--- config.mk ---
export PLATFORM = sky130hd
export DESIGN_NAME = seg_scan_mux
export DESIGN_NICKNAME = d
export VERILOG_FILES = /design/src/rtl/seg_scan_mux.sv
export SDC_FILE = /design/constraint.sdc
export NUM_CORES = 1
export LEC_CHECK = 0
export BUFFER_PORTS_ARGS = -buffer_cell sky130_fd_sc_hd__buf_2
export CAP_MARGIN = 0
export CORE_MARGIN = 3
export CORE_UTILIZATION = 45
export CTS_CLUSTER_DIAMETER = 100
export DETAILED_ROUTE_END_ITERATION = 12
export GPL_TIMING_DRIVEN = 0
export HOLD_SLACK_MARGIN = 0.1
export PLACE_DENSITY_LB_ADDON = 0.05
export SYNTH_ARGS = -nofsm -noshare
export SYNTH_HDL_FRONTEND = slang
export SYNTH_SLANG_ARGS = --single-unit
--- constraint.sdc ---
create_clock -name clk -period 2.68 [get_ports clk]
set_input_delay 0.268 -clock clk [delete_from_list [all_inputs] [get_ports clk]]
set_output_delay 0.268 -clock clk [all_outputs]
set_load 0.01 [all_outputs]
--- src/rtl/seg_scan_mux.sv ---
// Time-multiplexed 4-digit seven-segment scanner with per-frame shadow capture,
// inter-digit blanking and optional character rotation.
module seg_scan_mux #(
  parameter int REFRESH_DIV   = 50000,
  parameter int BLANK_CYCLES  = 500,
  parameter int SCROLL_FRAMES = 64
) (
  input  logic       clk,
  input  logic       rst_n,
  input  logic [6:0] segA,
  input  logic [6:0] segB,
  input  logic [6:0] segC,
  input  logic [6:0] segD,
  input  logic       scroll_en,
  output logic [6:0] seg_out,
  output logic [3:0] an_n,
  output logic       frame_tick
);

  localparam int CW = $clog2(REFRESH_DIV);
  localparam int FW = (SCROLL_FRAMES > 1) ? $clog2(SCROLL_FRAMES) : 1;
  localparam logic [CW-1:0] CNT_LAST  = CW'(REFRESH_DIV - 1);
  localparam logic [CW-1:0] CNT_BLANK = CW'(BLANK_CYCLES);
  localparam logic [FW-1:0] FCNT_LAST = FW'(SCROLL_FRAMES - 1);

  logic [CW-1:0] r_cnt;
  logic [1:0]    r_pos;
  logic [1:0]    r_off;
  logic [FW-1:0] r_fcnt;
  logic [6:0]    r_shadow [4];
  logic [3:0]    r_an_n;
  logic [6:0]    r_seg_out;
  logic          r_frame_tick;

  logic       w_slot_end;
  logic       w_frame_end;
  logic       w_capture;
  logic       w_drive;
  logic [1:0] w_idx;
  logic [3:0] w_an_next;
  logic [6:0] w_seg_next;

  assign w_slot_end  = (r_cnt == CNT_LAST);
  assign w_frame_end = w_slot_end && (r_pos == 2'd3);
  assign w_capture   = (r_cnt == '0) && (r_pos == 2'd0);
  assign w_drive     = (r_cnt >= CNT_BLANK);
  // Two-bit add wraps naturally, giving the mod-4 rotation for free.
  assign w_idx       = r_pos + r_off;

  // NOTE: every signal driven here gets a default first, so no path leaves it
  // unassigned and no latch is inferred.
  always_comb begin
    w_an_next  = 4'b1111;
    w_seg_next = 7'h7F;
    if (w_drive) begin
      w_an_next  = ~(4'b1000 >> r_pos);
      w_seg_next = r_shadow[w_idx];
    end
  end

  // NOTE: sequential state uses non-blocking assignments so every register
  // samples pre-edge values, which is what gives the fixed one-cycle output lag.
  always_ff @(posedge clk or negedge rst_n) begin
    if (!rst_n) begin
      r_cnt        <= '0;
      r_pos        <= '0;
      r_off        <= '0;
      r_fcnt       <= '0;
      // NOTE: the shadow bank is only four registers and must read as blank
      // after reset, so it is reset explicitly rather than left as a RAM.
      for (int i = 0; i < 4; i++) r_shadow[i] <= 7'h7F;
      r_an_n       <= 4'b1111;
      r_seg_out    <= 7'h7F;
      r_frame_tick <= 1'b0;
    end else begin
      if (w_slot_end) begin
        r_cnt <= '0;
        r_pos <= r_pos + 2'd1;
      end else begin
        r_cnt <= r_cnt + 1'b1;
      end

      if (w_capture) begin
        r_shadow[0] <= segA;
        r_shadow[1] <= segB;
        r_shadow[2] <= segC;
        r_shadow[3] <= segD;
      end

      // Offset only moves on the frame boundary so a frame never tears.
      if (w_frame_end) begin
        if (scroll_en) begin
          if (r_fcnt == FCNT_LAST) begin
            r_fcnt <= '0;
            r_off  <= r_off + 2'd1;
          end else begin
            r_fcnt <= r_fcnt + 1'b1;
          end
        end else begin
          r_fcnt <= '0;
          r_off  <= '0;
        end
      end

      r_an_n       <= w_an_next;
      r_seg_out    <= w_seg_next;
      r_frame_tick <= w_frame_end;
    end
  end

  assign seg_out    = r_seg_out;
  assign an_n       = r_an_n;
  assign frame_tick = r_frame_tick;

endmodule

==> run_results.csv <==
group,metric,value,unit
yosys,syn_inst,258,
route,drt-pass1-iter-count,4,
sta,hold_violations,0,
grt,grt_max_degree,67,
power_and_ir_drop,total_power,2.060,mW
final_layout,antennaDiodeCount,0,
yosys,syn_nets,297,
power_and_ir_drop,peakVddDrop,0.0003211,V
floorplan,die_w,89.07,µm
grt,grt_pass1_wl,9804,µm
floorplan,rows,29,
yosys,yosysWarnings,0,
power_and_ir_drop,p_leak,1.561,nW
route,drtAntennaViolNets,0,
route,drc,0,
final_layout,fin_nets,350,
clocking,cts.clk_slew.worst_paths,0.08,ns
clocking,cts_setup_buffers,0,
grt,antenna_found_initial,0,
yosys,syn_avg_cell_area,12.04,µm²
yosys,ys_types,39,
power_and_ir_drop,power_density,563.3,mW/mm²
sta,max-slew-margin-rel,45.77,%
sta,slew_viol_final,0,
final_layout,drive_gt1_share,43.35,%
placed_design,pre_cts_slack,-0.06381,ns
grt,grt_pass1_vias,2033,
route,wl_per_cell,15.33,µm
final_layout,final_common_cell,"buf_2",
clocking,cts_sinks,66,
sta,fin_ws,0.3019,ns
critical_path,endpoint_kind,"register",
sta,period_needed,2.378,ns
placed_design,hpwl,4052,µm
critical_path,arrival,2.64,ns
sta,clock_skew,0.009601,ns
final_layout,area_growth,17.77,%
grt,grtUsageMet2,24.43,%
sta,fmax,0.4205,GHz
final_layout,stdcell_area,0.003657,mm²
placed_design,io_buffers,41,
clocking,clkLatencyLatePin,0.34,ns
floorplan,dieArea,0.007933,mm²
critical_path,critPathMaxFanout,10,
yosys,ys_seq_area_share,54.75,%
critical_path,critPathRequiredTime,2.94,ns
grt,grt-busiest-layer,"met2",
clocking,cts-htree-levels,3,
clocking,cts_root_buf,"clkbuf_8",
route,drt-initial-drc-count,64,
min_path,hold_path_class,"primary input to register",
floorplan,start_util,47.55,%
yosys,synth_area_leader_cell,"dfstp_2",
sta,tns,0,ns
clocking,cts-buffers-inserted,9,
grt,grt_overflow,0,
yosys,synth_seq_cells,66,
placed_design,gp_congestion,0.7899,
placed_design,dpl_cell_area,0.003410,mm²
flow_run,drv_cap,0,
critical_path,crit_path_start_kind,"register",
status,status,"finished, final reports clean",
route,wl,6024,µm
floorplan,coreArea,0.006531,mm²
clocking,clockBufferDepth,2,
yosys,synth_area_leaders,"dfstp_2, dfrtp_1, mux2_2",
floorplan,dieHeight,89.07,µm
grt,use_met3,4.055,%
route,dr_total_vias,2124,
route,via_per_inst,5.405,
clocking,cts_tree,"yes",
sta,rsz0062_at_grt,"false",
grt,grt_use_total,16.35,%
floorplan,num_io_pins,43,
yosys,synth.cell_area,0.003105,mm²
yosys,netlist.area_leader.share,33.00,%
sta,setup_viol,0,
critical_path,critical_path_class,"register to register",
sta,period_share,88.74,%
final_layout,layout_common_cells,"buf_2, dfstp_2, mux2_2, dfrtp_1, nand2_1",
grt,use_met1,22.34,%
sta,tightest_slew,0.8135,ns
sequential cells by signal (all words and copies together) (netlist names):
register and cells:
r_pos 2, frame_tick 1, r_fcnt 6, r_shadow 28, an_n 4, seg_out 7, r_off 2, r_cnt 16
synthesized netlist by cell type, drive strengths merged:
cell type  number
a21o            3
a21oi           3
a22oi           7
a2bb2oi         1
and2            3
and4b           1
buf             7
clkbuf          4
dfrtp          27
dfstp          39
ha              8
inv             8
mux2           28
mux2i          14
nand2          20
nand3          10
nand3b          1
nand4          11
nand4b          1
nor2            9
nor2b           1
nor3            4
nor4            6
o211ai          1
o21a            1
o21ai          10
o22ai           1
o311ai          1
o32ai           1
o41ai           1
or2             3
or3             3
or4             5
xnor2          13
xor2            2
worst max-delay path: stages, from the launching register on:
cell     delay [ns]
dfrtp_1        0.44
or4_4          0.58
or2_2          0.32
and4b_1        0.25
buf_4          0.19
buf_6          0.18
mux2_2         0.35
cells by family (layout without fill, tap and decap cells):
group	count (synthesis)	after routing	share of synthesized area, %
adder cells (fa/ha/maj)	8	8	3.223
multiplexers	42	42	14.67
flip-flops	66	66	54.75
XOR/XNOR	15	15	4.231
AND/OR/NAND/NOR	78	78	13.50
AO/OA/AOI/OAI	30	30	6.568
buffers and inverters	19	77	3.062
layout make-up:
cell class	count	area, µm²
Buffer	11	65.06
Clock inverter	6	86.33
Multi-Input combinational cell	173	1324
Sequential cell	66	1700
Clock buffer	10	137.6
Timing Repair Buffer	42	217.7
Inverter	8	30.03
Tap cell	77	96.34
Fill cell	576	2874
power breakdown:
group | total, mW | switching (mW) | internal, mW | leakage (nW)
Clock | 0.943 | 0.392 | 0.552 | 0.118
Combinational | 0.0708 | 0.0345 | 0.0363 | 0.691
Sequential | 1.05 | 0.0107 | 1.04 | 0.752
Total | 2.06 | 0.437 | 1.62 | 1.56
worst paths after layout:
kind | from | to | slack [ns] | cells after the start
max | r_cnt[10] | r_shadow[8] | 0.30 | 6
min | segD[4] | r_shadow[4] | 0.15 | 2
max reg2reg | r_cnt[10] | r_shadow[8] | 0.30 | 6
min reg2reg | r_cnt[7] | r_cnt[7] | 0.48 | 1
max in group asynchronous | rst_n | r_cnt[8] | 1.58 | 2
min in group asynchronous | rst_n | r_fcnt[2] | 0.55 | 2
through the flow:
stage / hold WS (ns) / instances / util [%]
2_1_floorplan: -0.02759 / 258 / -
3_3_place_gp: 0.4781 / 376 / 52.16
3_5_place_dp: 0.4231 / 376 / 52.20
4_1_cts: 0.1360 / 393 / 55.79
5_1_grt: 0.1313 / 393 / 56.00
6_report: 0.1543 / 393 / 56.00
layer usage:
| metal | wire length, µm | vias to the layer above |
|---|---|---|
| met5 | 0 | - |
| met4 | 106 | 0 |
| met3 | 194 | 8 |
| met2 | 2791 | 32 |
| met1 | 2931 | 1045 |
| li1 | - | 1039 |
timing repair:
| action | 4_1_cts | 5_1_grt |
|---|---|---|
| endpoints found under the setup margin | 7 | 1 |
| hold buffers | 1 | 0 |
| endpoints found under the hold margin | 27 | 0 |
| resized for setup | 1 | 1 |
(Power assumes the default switching activity.)
